### src/rtl/rc4_key_search_sequencer_pkg.sv
`default_nettype none
// ============================================================================
// Module      : rc4_seq_pkg
// Description : Shared types and constants for the RC4 key-search sequencer.
// Revision    : 1.0 - initial release
// ============================================================================
package rc4_seq_pkg;

    localparam int c_KEY_WIDTH_DEFAULT = 24;

    // Output vector bit positions; the state encoding carries this vector
    // in its low bits so every output is a direct flop tap.
    localparam int c_OB_RESET_MEM = 0;
    localparam int c_OB_S_RAM     = 1;
    localparam int c_OB_SHUFFLE   = 2;
    localparam int c_OB_DECRYPT   = 3;
    localparam int c_OB_CHECK     = 4;
    localparam int c_OB_BUSY      = 5;
    localparam int c_OB_FOUND     = 6;
    localparam int c_OB_EXHAUSTED = 7;

    localparam int c_OUT_W   = 8;
    localparam int c_IDX_W   = 4;
    localparam int c_STATE_W = c_IDX_W + c_OUT_W;

    typedef enum logic [c_STATE_W-1:0] {
        ST_RESTART     = {4'd0, 8'b0000_0001},
        ST_IDLE        = {4'd1, 8'b0000_0000},
        ST_RESTART_MEM = {4'd2, 8'b0010_0001},
        ST_INIT_S      = {4'd3, 8'b0010_0010},
        ST_SHUFFLE     = {4'd4, 8'b0010_0100},
        ST_DECRYPT     = {4'd5, 8'b0010_1000},
        ST_CHECK       = {4'd6, 8'b0011_0000},
        ST_NEXT_KEY    = {4'd7, 8'b0010_0000},
        ST_FOUND       = {4'd8, 8'b0100_0000},
        ST_EXHAUSTED   = {4'd9, 8'b1000_0000}
    } state_e;

    function automatic logic [c_OUT_W-1:0] state_outputs(input state_e s);
        return s[c_OUT_W-1:0];
    endfunction

endpackage
`default_nettype wire

### src/rtl/rc4_key_search_sequencer_if.sv
`default_nettype none
// ============================================================================
// Module      : rc4_key_search_sequencer_if
// Description : Phase start/finish handshake bundle between sequencer and core.
// Revision    : 1.0 - initial release
// ============================================================================
interface rc4_key_search_sequencer_if;
    import rc4_seq_pkg::*;

    logic s_ram_reset_start;
    logic s_ram_reset_finish;
    logic shuffle_array_start;
    logic shuffle_array_finish;
    logic decrypt_message_start;
    logic decrypt_message_finish;
    logic d_ram_check_start;
    logic d_ram_check_finish;
    logic d_ram_check_valid;
    logic reset_mem_access_controller;

    modport master (
        output s_ram_reset_start,
        output shuffle_array_start,
        output decrypt_message_start,
        output d_ram_check_start,
        output reset_mem_access_controller,
        input  s_ram_reset_finish,
        input  shuffle_array_finish,
        input  decrypt_message_finish,
        input  d_ram_check_finish,
        input  d_ram_check_valid
    );

    modport slave (
        input  s_ram_reset_start,
        input  shuffle_array_start,
        input  decrypt_message_start,
        input  d_ram_check_start,
        input  reset_mem_access_controller,
        output s_ram_reset_finish,
        output shuffle_array_finish,
        output decrypt_message_finish,
        output d_ram_check_finish,
        output d_ram_check_valid
    );
endinterface
`default_nettype wire

### src/rtl/rc4_key_search_sequencer_key_stepper.sv
`default_nettype none
// ============================================================================
// Module      : rc4_key_stepper
// Description : Key register with range check and saturating attempt counter.
// Revision    : 1.0 - initial release
// ============================================================================
module rc4_key_stepper
    import rc4_seq_pkg::*;
#(
    parameter int unsigned KEY_WIDTH = c_KEY_WIDTH_DEFAULT,
    parameter int unsigned KEY_START = 0,
    parameter int unsigned KEY_STEP  = 1,
    parameter int unsigned KEY_LAST  = 2**22 - 1
) (
    input  wire logic                 clk,
    input  wire logic                 reset_n,
    input  wire logic                 load_start,
    input  wire logic                 step,
    input  wire logic                 count,
    output logic [KEY_WIDTH-1:0]      key,
    output logic [KEY_WIDTH-1:0]      keys_tried,
    output logic                      last
);

    localparam logic [KEY_WIDTH-1:0] c_START = KEY_WIDTH'(KEY_START);
    localparam logic [KEY_WIDTH:0]   c_STEP  = (KEY_WIDTH + 1)'(KEY_STEP);
    localparam logic [KEY_WIDTH:0]   c_LAST  = (KEY_WIDTH + 1)'(KEY_LAST);

    logic [KEY_WIDTH-1:0] r_key_q;
    logic [KEY_WIDTH-1:0] w_key_d;
    logic [KEY_WIDTH-1:0] r_tried_q;
    logic [KEY_WIDTH-1:0] w_tried_d;
    logic [KEY_WIDTH:0]   w_sum;
    logic                 w_last;

    // The extra sum bit keeps a wrap past 2**KEY_WIDTH from looking in range.
    always_comb begin
        w_sum     = {1'b0, r_key_q} + c_STEP;
        w_last    = (w_sum > c_LAST);
        w_key_d   = r_key_q;
        w_tried_d = r_tried_q;
        if (load_start) begin
            w_key_d   = c_START;
            w_tried_d = '0;
        end else begin
            if (step && !w_last) begin
                w_key_d = w_sum[KEY_WIDTH-1:0];
            end
            if (count && (r_tried_q != {KEY_WIDTH{1'b1}})) begin
                w_tried_d = r_tried_q + KEY_WIDTH'(1);
            end
        end
    end

    always_ff @(posedge clk or negedge reset_n) begin
        if (!reset_n) begin
            r_key_q   <= c_START;
            r_tried_q <= '0;
        end else begin
            r_key_q   <= w_key_d;
            r_tried_q <= w_tried_d;
        end
    end

    assign key        = r_key_q;
    assign keys_tried = r_tried_q;
    assign last       = w_last;

endmodule
`default_nettype wire

### src/rtl/rc4_key_search_sequencer.sv
`default_nettype none
// ============================================================================
// Module      : rc4_key_search_sequencer
// Description : Per-core phase sequencer iterating keys over a strided range.
// Revision    : 1.0 - initial release
// ============================================================================
module rc4_key_search_sequencer
    import rc4_seq_pkg::*;
#(
    parameter int unsigned KEY_WIDTH = c_KEY_WIDTH_DEFAULT,
    parameter int unsigned KEY_START = 0,
    parameter int unsigned KEY_STEP  = 1,
    parameter int unsigned KEY_LAST  = 2**22 - 1
) (
    input  wire logic                    clk,
    input  wire logic                    reset_n,
    input  wire logic                    start,
    input  wire logic                    abort,
    rc4_key_search_sequencer_if.master   bus,
    output logic [KEY_WIDTH-1:0]         key,
    output logic [KEY_WIDTH-1:0]         keys_tried,
    output logic                         busy,
    output logic                         found,
    output logic                         exhausted
);

    state_e               r_state_q;
    state_e               w_state_d;
    logic                 w_load_start;
    logic                 w_step;
    logic                 w_count;
    logic                 w_last;
    logic [c_OUT_W-1:0]   w_out;

    rc4_key_stepper #(
        .KEY_WIDTH (KEY_WIDTH),
        .KEY_START (KEY_START),
        .KEY_STEP  (KEY_STEP),
        .KEY_LAST  (KEY_LAST)
    ) u_key_stepper (
        .clk        (clk),
        .reset_n    (reset_n),
        .load_start (w_load_start),
        .step       (w_step),
        .count      (w_count),
        .key        (key),
        .keys_tried (keys_tried),
        .last       (w_last)
    );

    always_ff @(posedge clk or negedge reset_n) begin
        if (!reset_n) begin
            r_state_q <= ST_RESTART;
        end else begin
            r_state_q <= w_state_d;
        end
    end

    // abort is tested ahead of every finish so it wins a same-cycle race.
    always_comb begin
        w_state_d = r_state_q;
        w_step    = 1'b0;
        w_count   = 1'b0;
        case (r_state_q)
            ST_RESTART: begin
                w_state_d = ST_IDLE;
            end
            ST_IDLE: begin
                if (start) begin
                    w_state_d = ST_RESTART_MEM;
                end
            end
            ST_RESTART_MEM: begin
                w_state_d = abort ? ST_RESTART : ST_INIT_S;
            end
            ST_INIT_S: begin
                if (abort) begin
                    w_state_d = ST_RESTART;
                end else if (bus.s_ram_reset_finish) begin
                    w_state_d = ST_SHUFFLE;
                end
            end
            ST_SHUFFLE: begin
                if (abort) begin
                    w_state_d = ST_RESTART;
                end else if (bus.shuffle_array_finish) begin
                    w_state_d = ST_DECRYPT;
                end
            end
            ST_DECRYPT: begin
                if (abort) begin
                    w_state_d = ST_RESTART;
                end else if (bus.decrypt_message_finish) begin
                    w_state_d = ST_CHECK;
                end
            end
            ST_CHECK: begin
                if (abort) begin
                    w_state_d = ST_RESTART;
                end else if (bus.d_ram_check_finish) begin
                    w_count   = 1'b1;
                    w_state_d = bus.d_ram_check_valid ? ST_FOUND : ST_NEXT_KEY;
                end
            end
            ST_NEXT_KEY: begin
                if (abort) begin
                    w_state_d = ST_RESTART;
                end else if (w_last) begin
                    w_state_d = ST_EXHAUSTED;
                end else begin
                    w_step    = 1'b1;
                    w_state_d = ST_RESTART_MEM;
                end
            end
            ST_FOUND, ST_EXHAUSTED: begin
                if (abort) begin
                    w_state_d = ST_RESTART;
                end else if (!start) begin
                    w_state_d = ST_IDLE;
                end
            end
            default: begin
                w_state_d = ST_RESTART;
            end
        endcase
        // Loading on entry means key/keys_tried already read back as the
        // start values during the first IDLE cycle.
        w_load_start = (w_state_d == ST_IDLE);
    end

    assign w_out = state_outputs(r_state_q);

    assign bus.reset_mem_access_controller = w_out[c_OB_RESET_MEM];
    assign bus.s_ram_reset_start           = w_out[c_OB_S_RAM];
    assign bus.shuffle_array_start         = w_out[c_OB_SHUFFLE];
    assign bus.decrypt_message_start       = w_out[c_OB_DECRYPT];
    assign bus.d_ram_check_start           = w_out[c_OB_CHECK];
    assign busy                            = w_out[c_OB_BUSY];
    assign found                           = w_out[c_OB_FOUND];
    assign exhausted                       = w_out[c_OB_EXHAUSTED];

endmodule
`default_nettype wire

### src/flat_wrapper.sv
// flat-port wrapper written by rule: the top's interface ports become plain ports
module rc4_key_search_sequencer_flat import rc4_seq_pkg::*;
#(
    parameter int unsigned KEY_WIDTH = c_KEY_WIDTH_DEFAULT,
    parameter int unsigned KEY_START = 0,
    parameter int unsigned KEY_STEP  = 1,
    parameter int unsigned KEY_LAST  = 2**22 - 1
)
  (clk, reset_n, start, abort, key, keys_tried, busy, found, exhausted, bus_s_ram_reset_start, bus_shuffle_array_start, bus_decrypt_message_start, bus_d_ram_check_start, bus_reset_mem_access_controller, bus_s_ram_reset_finish, bus_shuffle_array_finish, bus_decrypt_message_finish, bus_d_ram_check_finish, bus_d_ram_check_valid);
  rc4_key_search_sequencer_if bus_i ();
  input  wire logic clk;
  input  wire logic reset_n;
  input  wire logic start;
  input  wire logic abort;
  output logic [KEY_WIDTH-1:0] key;
  output logic [KEY_WIDTH-1:0] keys_tried;
  output logic busy;
  output logic found;
  output logic exhausted;
  output wire logic [$bits(bus_i.s_ram_reset_start)-1:0] bus_s_ram_reset_start;
  output wire logic [$bits(bus_i.shuffle_array_start)-1:0] bus_shuffle_array_start;
  output wire logic [$bits(bus_i.decrypt_message_start)-1:0] bus_decrypt_message_start;
  output wire logic [$bits(bus_i.d_ram_check_start)-1:0] bus_d_ram_check_start;
  output wire logic [$bits(bus_i.reset_mem_access_controller)-1:0] bus_reset_mem_access_controller;
  input wire logic [$bits(bus_i.s_ram_reset_finish)-1:0] bus_s_ram_reset_finish;
  input wire logic [$bits(bus_i.shuffle_array_finish)-1:0] bus_shuffle_array_finish;
  input wire logic [$bits(bus_i.decrypt_message_finish)-1:0] bus_decrypt_message_finish;
  input wire logic [$bits(bus_i.d_ram_check_finish)-1:0] bus_d_ram_check_finish;
  input wire logic [$bits(bus_i.d_ram_check_valid)-1:0] bus_d_ram_check_valid;
  assign bus_s_ram_reset_start = bus_i.s_ram_reset_start;
  assign bus_shuffle_array_start = bus_i.shuffle_array_start;
  assign bus_decrypt_message_start = bus_i.decrypt_message_start;
  assign bus_d_ram_check_start = bus_i.d_ram_check_start;
  assign bus_reset_mem_access_controller = bus_i.reset_mem_access_controller;
  assign bus_i.s_ram_reset_finish = bus_s_ram_reset_finish;
  assign bus_i.shuffle_array_finish = bus_shuffle_array_finish;
  assign bus_i.decrypt_message_finish = bus_decrypt_message_finish;
  assign bus_i.d_ram_check_finish = bus_d_ram_check_finish;
  assign bus_i.d_ram_check_valid = bus_d_ram_check_valid;
  rc4_key_search_sequencer #(.KEY_WIDTH(KEY_WIDTH), .KEY_START(KEY_START), .KEY_STEP(KEY_STEP), .KEY_LAST(KEY_LAST)) u_core (.clk(clk), .reset_n(reset_n), .start(start), .abort(abort), .bus(bus_i), .key(key), .keys_tried(keys_tried), .busy(busy), .found(found), .exhausted(exhausted));
endmodule
### config.mk
export PLATFORM = sky130hd
export DESIGN_NAME = rc4_key_search_sequencer_flat
export DESIGN_NICKNAME = d
export VERILOG_FILES = /design/src/rtl/rc4_key_search_sequencer_pkg.sv /design/src/rtl/rc4_key_search_sequencer_if.sv /design/src/rtl/rc4_key_search_sequencer_key_stepper.sv /design/src/rtl/rc4_key_search_sequencer.sv /design/src/flat_wrapper.sv
export SDC_FILE = /design/constraint.sdc
export NUM_CORES = 1
export LEC_CHECK = 0
export BUFFER_PORTS_ARGS = -buffer_cell sky130_fd_sc_hd__buf_2
export CAP_MARGIN = 15
export CORE_MARGIN = 4
export CORE_UTILIZATION = 45
export CTS_CLUSTER_DIAMETER = 50
export DETAILED_ROUTE_END_ITERATION = 7
export MAX_ROUTING_LAYER = met4
export PLACE_DENSITY = 0.66
export SLEW_MARGIN = 20
export SYNTH_ARGS = -nofsm -noshare
export SYNTH_HDL_FRONTEND = slang
export SYNTH_SLANG_ARGS = --single-unit
### constraint.sdc
create_clock -name clk -period 3.55 [get_ports clk]
set_input_delay 0.1775 -clock clk [delete_from_list [all_inputs] [get_ports clk]]
set_output_delay 0.1775 -clock clk [all_outputs]
set_load 0.05 [all_outputs]
==> flow_metrics.tcl, run 1 <==
set metrics [dict create \
    crit_path_frequent_cell "o21ai_0" \
    seq_area_um2 1500 \
    min_period_over_period_pct 85.0 \
    maxCapViolations 0 \
    cp_max_fo 8 \
    slowest_stage "a2111oi_0" \
    rsz0062_at_grt "no" \
    max_freq_mhz 331 \
    reg2reg_depth 8 \
    start_util_pct 47.2 \
    cpPeakStageDelay_ns 0.59 \
    outcome "complete, no violations" \
    crit_start "u_core.u_key_stepper.key[1]" \
    crit_arrival_ns 3.27 \
    slew_headroom_pct 39.4 \
    tritoncts "yes" \
    async_reset_ff_share_pct 100 \
    drcViolationCount 0 \
    avgSynthCellArea_um2 8.84 \
    gp_congestion 0.951 \
    internal_power_mw 1.26 \
    synth.distinct_cells 63 \
    synth_warnings 0 \
    grt_overflow 0 \
    clk_pin_slew_ns 0.07 \
    start_kind "register" \
    die_h_um 99.0 \
    dp_hpwl_um 6980 \
    syn_inst 421 \
    drive_above_1_share_pct 20.8 \
    crit_family "compound AO/OA/AOI/OAI gates" \
    drt_iter0_markers 122 \
    wl_per_cell_um 16.2 \
    routed-wl-met2_um 4380 \
    portBuffers 64 \
    cts.sinks 60 \
    critical_path_class "reg -> reg" \
    setup_viol 0 \
    insertion_delay_ns 0.34 \
    drt_pass1_iterations 4 \
    synthFlopType "dfrtp_1" \
    powerDensity_nw_per_um2 430 \
    grt_pass1_wl_um 16300 \
    power_frac_seq_pct 39.9 \
    path_depth 8 \
    track_usage_pct 20.9 \
    hold_viol 0 \
    cts-root-buf "clkbuf_8" \
    fp.dieArea_um2 9790 \
    p_leak_nw 1.98 \
    hold_path_depth 3 \
    seq_area_frac_synth_pct 40.4 \
    grt_max_degree 39 \
    fill_cells 725 \
    switching_share_pct 33.4 \
    required_ns 3.81 \
    grt_pass1_vias 3292 \
    numCtsBuffers 9 \
    synth_nets 433 \
    diodes 0 \
    vias 3362 \
    min_from "bus_d_ram_check_valid" \
    antenna_left 0 \
    multi_input_area_um2 2080 \
    ys_ff_latch 60 \
    hold_path.class "in -> reg" \
    final_util_pct 55.6 \
    wl_met3_um 594 \
    core_um2 7890 \
    htree_levels 3 \
    fin_tns_setup_ns 0 \
    ios 65 \
    nets 497 \
    combPwrFrac_pct 22.6 \
    dr.max_layer_used "met4" \
    ir_drop_mv 0.268 \
    p_sw_mw 0.630 \
    post-cts-setup-buffers 0 \
    wirelength_um 9600 \
    fin_skew_ns 0.00825 \
    path_buf_inv 0 \
    flow.area_growth_from_synthesis_pct 17.7 \
    crit_chain "ha_1 > nand4_1 > nor4b_1 > a311oi_1 > or4_4 > a2111oi_0 > o21ai_0 > o21ai_0" \
    worstMarginPinSlew_ns 0.909 \
    rr_startpoint "u_core.u_key_stepper.key[1]" \
    antenna_found_initial 0 \
    fin_crit_ns 3.02 \
    chipWidth_um 99.0 \
    syn_area_um2 3720 \
    clock_path_buffers 2 \
    synth_enable_flop_cells 0 \
    drv_slew 0 \
    wl_met1_um 4450 \
    num_rows 32 \
    viasPerCell 5.68 \
    crit_path_end_kind "register" \
    clkPwrFrac_pct 37.5 \
]
through the flow:
| stage | area [µm²] | worst slack [ns] | power, mW | hold WS [ns] | instances |
|---|---|---|---|---|---|
| floorplan | 3720 | 0.588 | 1.05 | -0.118 | 421 |
| global placement | 4150 | 0.615 | 1.19 | 0.341 | 575 |
| detailed placement | 4150 | 0.588 | 1.19 | 0.367 | 575 |
| CTS | 4380 | 0.556 | 1.90 | 0.0956 | 592 |
| global route | 4380 | 0.206 | 1.98 | 0.0934 | 592 |
| finish | 4380 | 0.532 | 1.89 | 0.105 | 592 |
path summary, 6_finish.rpt:
check | endpoint | slack [ns]
min in group asynchronous | u_core.r_state_q[2] | 0.50
setup / recovery | u_core.r_state_q[11] | 0.53
hold reg to reg | u_core.u_key_stepper.keys_tried[16] | 0.57
max in group asynchronous | u_core.u_key_stepper.keys_tried[1] | 2.21
hold / removal | u_core.r_state_q[6] | 0.10
setup reg to reg | u_core.r_state_q[11] | 0.53
metal layers:
| layer | vias up | track usage (%) |
|---|---|---|
| li1 | 1629 | - |
| met1 | 1589 | 28.6 |
| met2 | 127 | 30.5 |
| met3 | 17 | 5.31 |
| met4 | 0 | 6.20 |
| met5 | - | - |
layout make-up:
type	count	share of cell area [%]
Sequential cell	60	34.3
Inverter	15	1.28
Multi-Input combinational cell	328	47.5
Clock buffer	10	3.14
Clock inverter	6	1.97
Tap cell	102	2.91
Timing Repair Buffer	71	8.85
layout by cell type (no fill, tap or decap), types with 3 or more instances in the layout:
cell	netlist	routed
nor2_1	71	71
buf_2	7	64
dfrtp_1	59	59
nand3_1	29	29
nand2_1	28	28
nand4_1	27	27
xor2_1	26	26
xnor2_1	22	22
inv_1	15	15
nor3_1	14	14
o21ai_0	10	10
a21oi_1	10	10
clkbuf_8	0	10
and3_1	6	6
or3_1	5	5
nor2b_1	5	5
buf_4	1	5
nor4b_1	4	4
nand3b_1	4	4
nand4b_1	4	4
and3b_1	3	3
nor3b_1	3	3
nor4_1	3	3
a21o_1	3	3
o311ai_0	3	3
ha_1	3	3
cell families after synthesis:
group	after synthesis	synth area share [%]
fa+ha+maj	3	1.01
compound gates	48	9.51
simple gates	228	33.9
mux	1	0.269
buf+inv	33	3.70
flops	60	40.4
xor+xnor	48	11.3
synthesized netlist by cell type, types with 2 or more instances:
cell,number,area [µm²]
nor2_1,71,267
dfrtp_1,59,1480
nand3_1,29,145
nand2_1,28,105
nand4_1,27,169
xor2_1,26,228
xnor2_1,22,193
inv_1,15,56.3
nor3_1,14,70.1
a21oi_1,10,50.1
o21ai_0,10,50.1
clkbuf_1,9,33.8
buf_2,7,35.0
and3_1,6,37.5
nor2b_1,5,31.3
or3_1,5,31.3
nand3b_1,4,30.0
nand4b_1,4,35.0
nor4b_1,4,35.0
a21o_1,3,22.5
and3b_1,3,26.3
ha_1,3,37.5
nor3b_1,3,22.5
nor4_1,3,18.8
o311ai_0,3,26.3
a21boi_0,2,15.0
a311oi_1,2,17.5
and2_1,2,12.5
nand2b_1,2,12.5
nand4_4,2,42.5
nor4_2,2,25.0
o211ai_1,2,15.0
o221ai_1,2,17.5
o31ai_1,2,15.0
or4_1,2,15.0
repair_timing:
item                                   in CTS  in global routing
endpoints found under the hold margin      10                  0
hold buffers                                1                  0
resized for setup                           0                  0
worst register-to-register path: stages (launching register included):
cell       delay (ns)
dfrtp_1          0.51
ha_1             0.37
nand4_1          0.20
nor4b_1          0.28
a311oi_1         0.10
or4_4            0.51
a2111oi_0        0.59
o21ai_0          0.25
o21ai_0          0.12
state kept, by name, indices dropped and copies added (netlist names):
register,cells
u_core.u_key_stepper.keys_tried,24
u_core.u_key_stepper.key,24
u_core.r_state_q,12
power by group through the flow:
stage	Sequential (mW)	Clock (mW)	Combinational, mW
floorplan	0.778	0	0.269
global placement	0.765	0	0.426
detailed placement	0.765	0	0.426
CTS	0.751	0.720	0.428
global route	0.757	0.758	0.465
finish	0.753	0.707	0.426
Note: power is estimated with default switching activity, not from simulation.
==> run 2, diff against run 1 <==
Settings changed: CORE_MARGIN 4 to 2, CORE_UTILIZATION 45 to 57, PLACE_DENSITY 0.66 to 0.81.
==> flow_metrics.tcl, run 2 (same netlist as run 1, synthesis figures left out) <==
set metrics [dict create \
    required_ns 3.81 \
    cts.sinks 60 \
    outcome "finished with violations" \
    violations "hold timing" \
    cts_hold_buf 0 \
    diodes 0 \
    crit_chain "ha_1 > nand4_1 > nor2_1 > nand4_1 > a2111oi_4 > buf_4 > nand3_1 > or3_1 > a21oi_1" \
    min_period_over_period_pct 90.4 \
    vias 3457 \
    worstMarginPinSlew_ns 0.966 \
    grt_pass1_vias 3166 \
    holdWs_ns -0.0206 \
    drv_slew 0 \
    wl_per_cell_um 16.5 \
    fill_cells 518 \
    crit_arrival_ns 3.47 \
    fin_skew_ns 0.0109 \
    drive_above_1_share_pct 20.8 \
    die_h_um 84.8 \
    dp_hpwl_um 6660 \
    flow.area_growth_from_synthesis_pct 15.9 \
    powerDensity_nw_per_um2 413 \
    start_kind "register" \
    crit_path_frequent_cell "nand4_1" \
    clock_path_buffers 2 \
    portBuffers 64 \
    rr_startpoint "u_core.u_key_stepper.key[1]" \
    drt_iter0_markers 246 \
    multi_input_area_um2 2080 \
    slew_headroom_pct 35.6 \
    crit_family "simple AND/OR/NAND/NOR gates" \
    grt_overflow 0 \
    cts_resized 0 \
    htree_levels 3 \
    reg2reg_depth 9 \
    fp.dieArea_um2 7200 \
    ir_drop_mv 0.268 \
    grt_max_degree 46 \
    track_usage_pct 27.8 \
    viasPerCell 6.10 \
    fin_tns_setup_ns 0 \
    final_common_cell "nor2_1" \
    setup_viol 0 \
    maxCapViolations 0 \
    critical_path_class "reg -> reg" \
    antenna_left 0 \
    wirelength_um 9330 \
    post-cts-setup-buffers 0 \
    num_rows 29 \
    chipWidth_um 84.8 \
    nets 497 \
    cts-root-buf "clkbuf_8" \
    regToRegSetupSlack_ns 0.34 \
    clk_pin_slew_ns 0.07 \
    start_util_pct 58.6 \
    insertion_delay_ns 0.35 \
    p_leak_nw 1.96 \
    core_um2 6350 \
    crit_path_end_kind "register" \
    antenna_found_initial 0 \
    path_buf_inv 1 \
    rsz0062_at_grt "no" \
    max_freq_mhz 312 \
    drt_pass1_iterations 4 \
    cp_max_fo 13 \
    finalPower_mw 1.78 \
    gp_congestion 0.932 \
    tritoncts "yes" \
    fin_crit_ns 3.21 \
    grt_pass1_wl_um 15600 \
    slowest_stage "dfrtp_1" \
    ios 65 \
    hold_viol 42 \
    hold_path.class "in -> async" \
    seq_area_um2 1500 \
    r2r_end "u_core.u_key_stepper.key[20]" \
    numCtsBuffers 9 \
    final_cell_mix "nor2_1 (71), buf_2 (64), dfrtp_1 (59)" \
    cpPeakStageDelay_ns 0.51 \
    drcViolationCount 0 \
]
## run 2: cell count changes in the layout (fill, tap and decap cells not counted)
cell,before,now
clkbuf_8,10,9
clkbuf_1,0,1
buf_4,5,6
clkinvlp_4,1,2
dlygate4sd3_1,1,0
bufinv_16,2,1
## run 2: worst max-delay path by stage
| stage | cells after the start | slack [ns] | end | from |
|---|---|---|---|---|
| floorplan | 9 | 0.59 | u_core.u_key_stepper.key[2] | u_core.u_key_stepper.key[1] |
| global placement | 9 | 0.54 | u_core.u_key_stepper.key[20] | u_core.u_key_stepper.key[1] |
| detailed placement | 9 | 0.41 | u_core.u_key_stepper.key[20] | u_core.u_key_stepper.key[1] |
| CTS | 9 | 0.40 | u_core.u_key_stepper.key[20] | u_core.u_key_stepper.key[1] |
| global route | 9 | 0.09 | u_core.u_key_stepper.key[20] | u_core.u_key_stepper.key[1] |
| finish | 9 | 0.34 | u_core.u_key_stepper.key[20] | u_core.u_key_stepper.key[1] |
## run 2: layout make-up
class	instances	share of cell area, %
clock buffers	10	2.96
inverters	15	1.30
well taps	77	2.23
repair buffers	71	8.93
flip-flops and latches	60	34.8
clock inverters	6	1.48
multi-input cells	328	48.3
## run 2: power by group
part | internal, mW | total [mW] | switching (mW)
clock network | 0.324 | 0.615 | 0.291
logic | 0.126 | 0.412 | 0.286
registers | 0.708 | 0.755 | 0.0471
total | 1.16 | 1.78 | 0.624
## run 2: layer usage
layer,up-vias,track usage (%),part of all wire (%)
li1,1633,-,-
met1,1658,37.8,44
met2,145,41.8,47
met3,21,5.06,7.0
met4,0,10.2,1.9
met5,-,-,0
## run 2: stage by stage
step                      hold WS [ns]  util (%)  setup slack [ns]  std cells  area, µm²
final                          -0.0206      68.0             0.340        567       4320
after global routing            0.0634      68.0            0.0853        567       4320
after CTS                       0.0200      68.0             0.403        567       4320
after detailed placement         0.396      64.9             0.414        551       4120
after global placement           0.384      64.9             0.537        551       4120
after floorplan                 -0.118         -             0.588        421       3720
## run 2: worst register-to-register path, delay by kind of cell, from the launching register on
kind / cells / cell delay [ns]
AND/OR/NAND/NOR: 5 / 1.43
flip-flops: 1 / 0.51
buffers and inverters: 1 / 0.24
adder cells (fa/ha/maj): 1 / 0.38
AO/OA/AOI/OAI: 2 / 0.57
==> run 3, diff against run 2 <==
Settings changed: CORE_UTILIZATION 57 to 50, CTS_BUF_LIST set to sky130_fd_sc_hd__clkbuf_8, PLACE_DENSITY 0.81 to 0.72, REMOVE_ABC_BUFFERS set to 1.
==> flow_metrics.tcl, run 3 (same netlist as run 1, synthesis figures left out) <==
set metrics [dict create \
    dp_hpwl_um 6340 \
    wirelength_um 8740 \
    finalPower_mw 1.72 \
    cts-root-buf "clkbuf_8" \
    antenna_left 0 \
    wl_per_cell_um 14.8 \
    tritoncts "yes" \
    max_freq_mhz 327 \
    p_sw_mw 0.603 \
    powerDensity_nw_per_um2 398 \
    slowest_stage "dfrtp_1" \
    crit_path_frequent_cell "nand4_1" \
    drv_slew 0 \
    final_common_cell "nor2_1" \
    grt_pass1_vias 3051 \
    internal_power_mw 1.12 \
    hold_path.class "in -> reg" \
    holdWs_ns 0.111 \
    ir_drop_mv 0.401 \
    start_util_pct 51.6 \
    chipWidth_um 90.3 \
    grt_pass1_wl_um 14800 \
    diodes 0 \
    fin_crit_ns 3.06 \
    antenna_found_initial 0 \
    ios 65 \
    outcome "complete, no violations" \
    clkPwrFrac_pct 32.5 \
    cts_resized 0 \
    portBuffers 64 \
    drive_above_1_share_pct 20.6 \
    cts.sinks 60 \
    grt_max_degree 40 \
    crit_arrival_ns 3.32 \
    nets 497 \
    crit_path_end_kind "register" \
    cp_max_fo 13 \
    track_usage_pct 22.8 \
    min_period_over_period_pct 86.2 \
    num_rows 31 \
    core_um2 7210 \
    worstMarginPinSlew_ns 0.848 \
    switching_share_pct 35.0 \
    clock_path_buffers 2 \
    seq_area_um2 1500 \
    final_cell_mix "nor2_1 (71), buf_2 (64), dfrtp_1 (59)" \
    combPwrFrac_pct 23.7 \
    drt_iter0_markers 210 \
    numCtsBuffers 9 \
    gp_congestion 0.947 \
    power_frac_seq_pct 43.8 \
    start_kind "register" \
    vias 3381 \
    required_ns 3.81 \
    crit_chain "ha_1 > nand4_1 > nor2_1 > nand4_1 > a2111oi_4 > buf_4 > nand3_1 > or3_1 > a21oi_1" \
    setup_viol 0 \
    viasPerCell 5.74 \
    hold_viol 0 \
    drcViolationCount 0 \
    fill_cells 672 \
    drt_pass1_iterations 5 \
    fin_skew_ns 0.00910 \
    cpPeakStageDelay_ns 0.49 \
    slew_headroom_pct 43.5 \
    flow.area_growth_from_synthesis_pct 16.4 \
    multi_input_area_um2 2080 \
    fp.dieArea_um2 8150 \
    rsz0062_at_grt "no" \
    grt_overflow 0 \
    die_h_um 90.3 \
    maxCapViolations 0 \
    htree_levels 3 \
    critical_path_class "reg -> reg" \
    insertion_delay_ns 0.34 \
    p_leak_nw 1.97 \
    clk_pin_slew_ns 0.07 \
    final_util_pct 60.1 \
]
[run 3: cell count changes in the layout (fill, tap and decap cells not counted), sizes merged]
cell,before,now
clkinv,2,4
clkbuf,10,11
bufinv,1,0
dlygate4sd3,0,1
buf,71,70
clkinvlp,2,0
[run 3: worst paths after layout]
| check | cells past startpoint | slack, ns | startpoint | end |
|---|---|---|---|---|
| max | 9 | 0.49 | u_core.u_key_stepper.key[1] | u_core.u_key_stepper.key[20] |
| max in group asynchronous | 3 | 2.22 | reset_n | u_core.u_key_stepper.keys_tried[2] |
| min reg2reg | 2 | 0.57 | u_core.u_key_stepper.keys_tried[1] | u_core.u_key_stepper.keys_tried[1] |
| min | 3 | 0.11 | bus_d_ram_check_valid | u_core.r_state_q[6] |
| min in group asynchronous | 2 | 0.48 | reset_n | u_core.u_key_stepper.keys_tried[7] |
| max reg2reg | 9 | 0.49 | u_core.u_key_stepper.key[1] | u_core.u_key_stepper.key[20] |
[run 3: worst max-delay path: cells and delay by family, from the launching register on]
kind            cells  cell delay [ns]
simple gates        5             1.31
compound gates      2             0.56
flops               1             0.49
fa+ha+maj           1             0.36
buf+inv             1             0.24
[run 3: layer usage]
layer,GRT usage [%],routed length [µm],vias to the layer above
li1,-,-,1639
met1,31.9,4210,1615
met2,32.8,3860,113
met3,4.51,524,14
met4,9.23,143,0
met5,-,0,-
[run 3: power groups by stage]
| stage | sequential, mW | clock, mW | combinational, mW |
|---|---|---|---|
| floorplan | 0.787 | 0 | 0.222 |
| global placement | 0.768 | 0 | 0.400 |
| detailed placement | 0.765 | 0 | 0.409 |
| CTS | 0.753 | 0.574 | 0.414 |
| global route | 0.762 | 0.609 | 0.455 |
| finish | 0.756 | 0.560 | 0.409 |
[run 3: repair_timing]
item	in CTS	in global routing
endpoints found under the hold margin	37	0
buffers inserted	0	0
hold buffers	1	0
[run 3: cell type report]
cell class	instances	area share, %
clock inverters	5	0.635
multi-input cells	328	48.1
well taps	99	2.86
repair buffers	71	8.95
inverters	15	1.30
flip-flops and latches	60	34.7
clock buffers	11	3.49
[run 3: per-stage QoR]
step           std cells  setup slack [ns]  instance area (µm²)  TNS, ns
2_1_floorplan        403           -0.0382                 3640  -0.0382
5_1_grt              589             0.199                 4330        0
3_3_place_gp         572             0.530                 4140        0
6_report             589             0.488                 4330        0
3_5_place_dp         572             0.497                 4140        0
4_1_cts              589             0.479                 4330        0
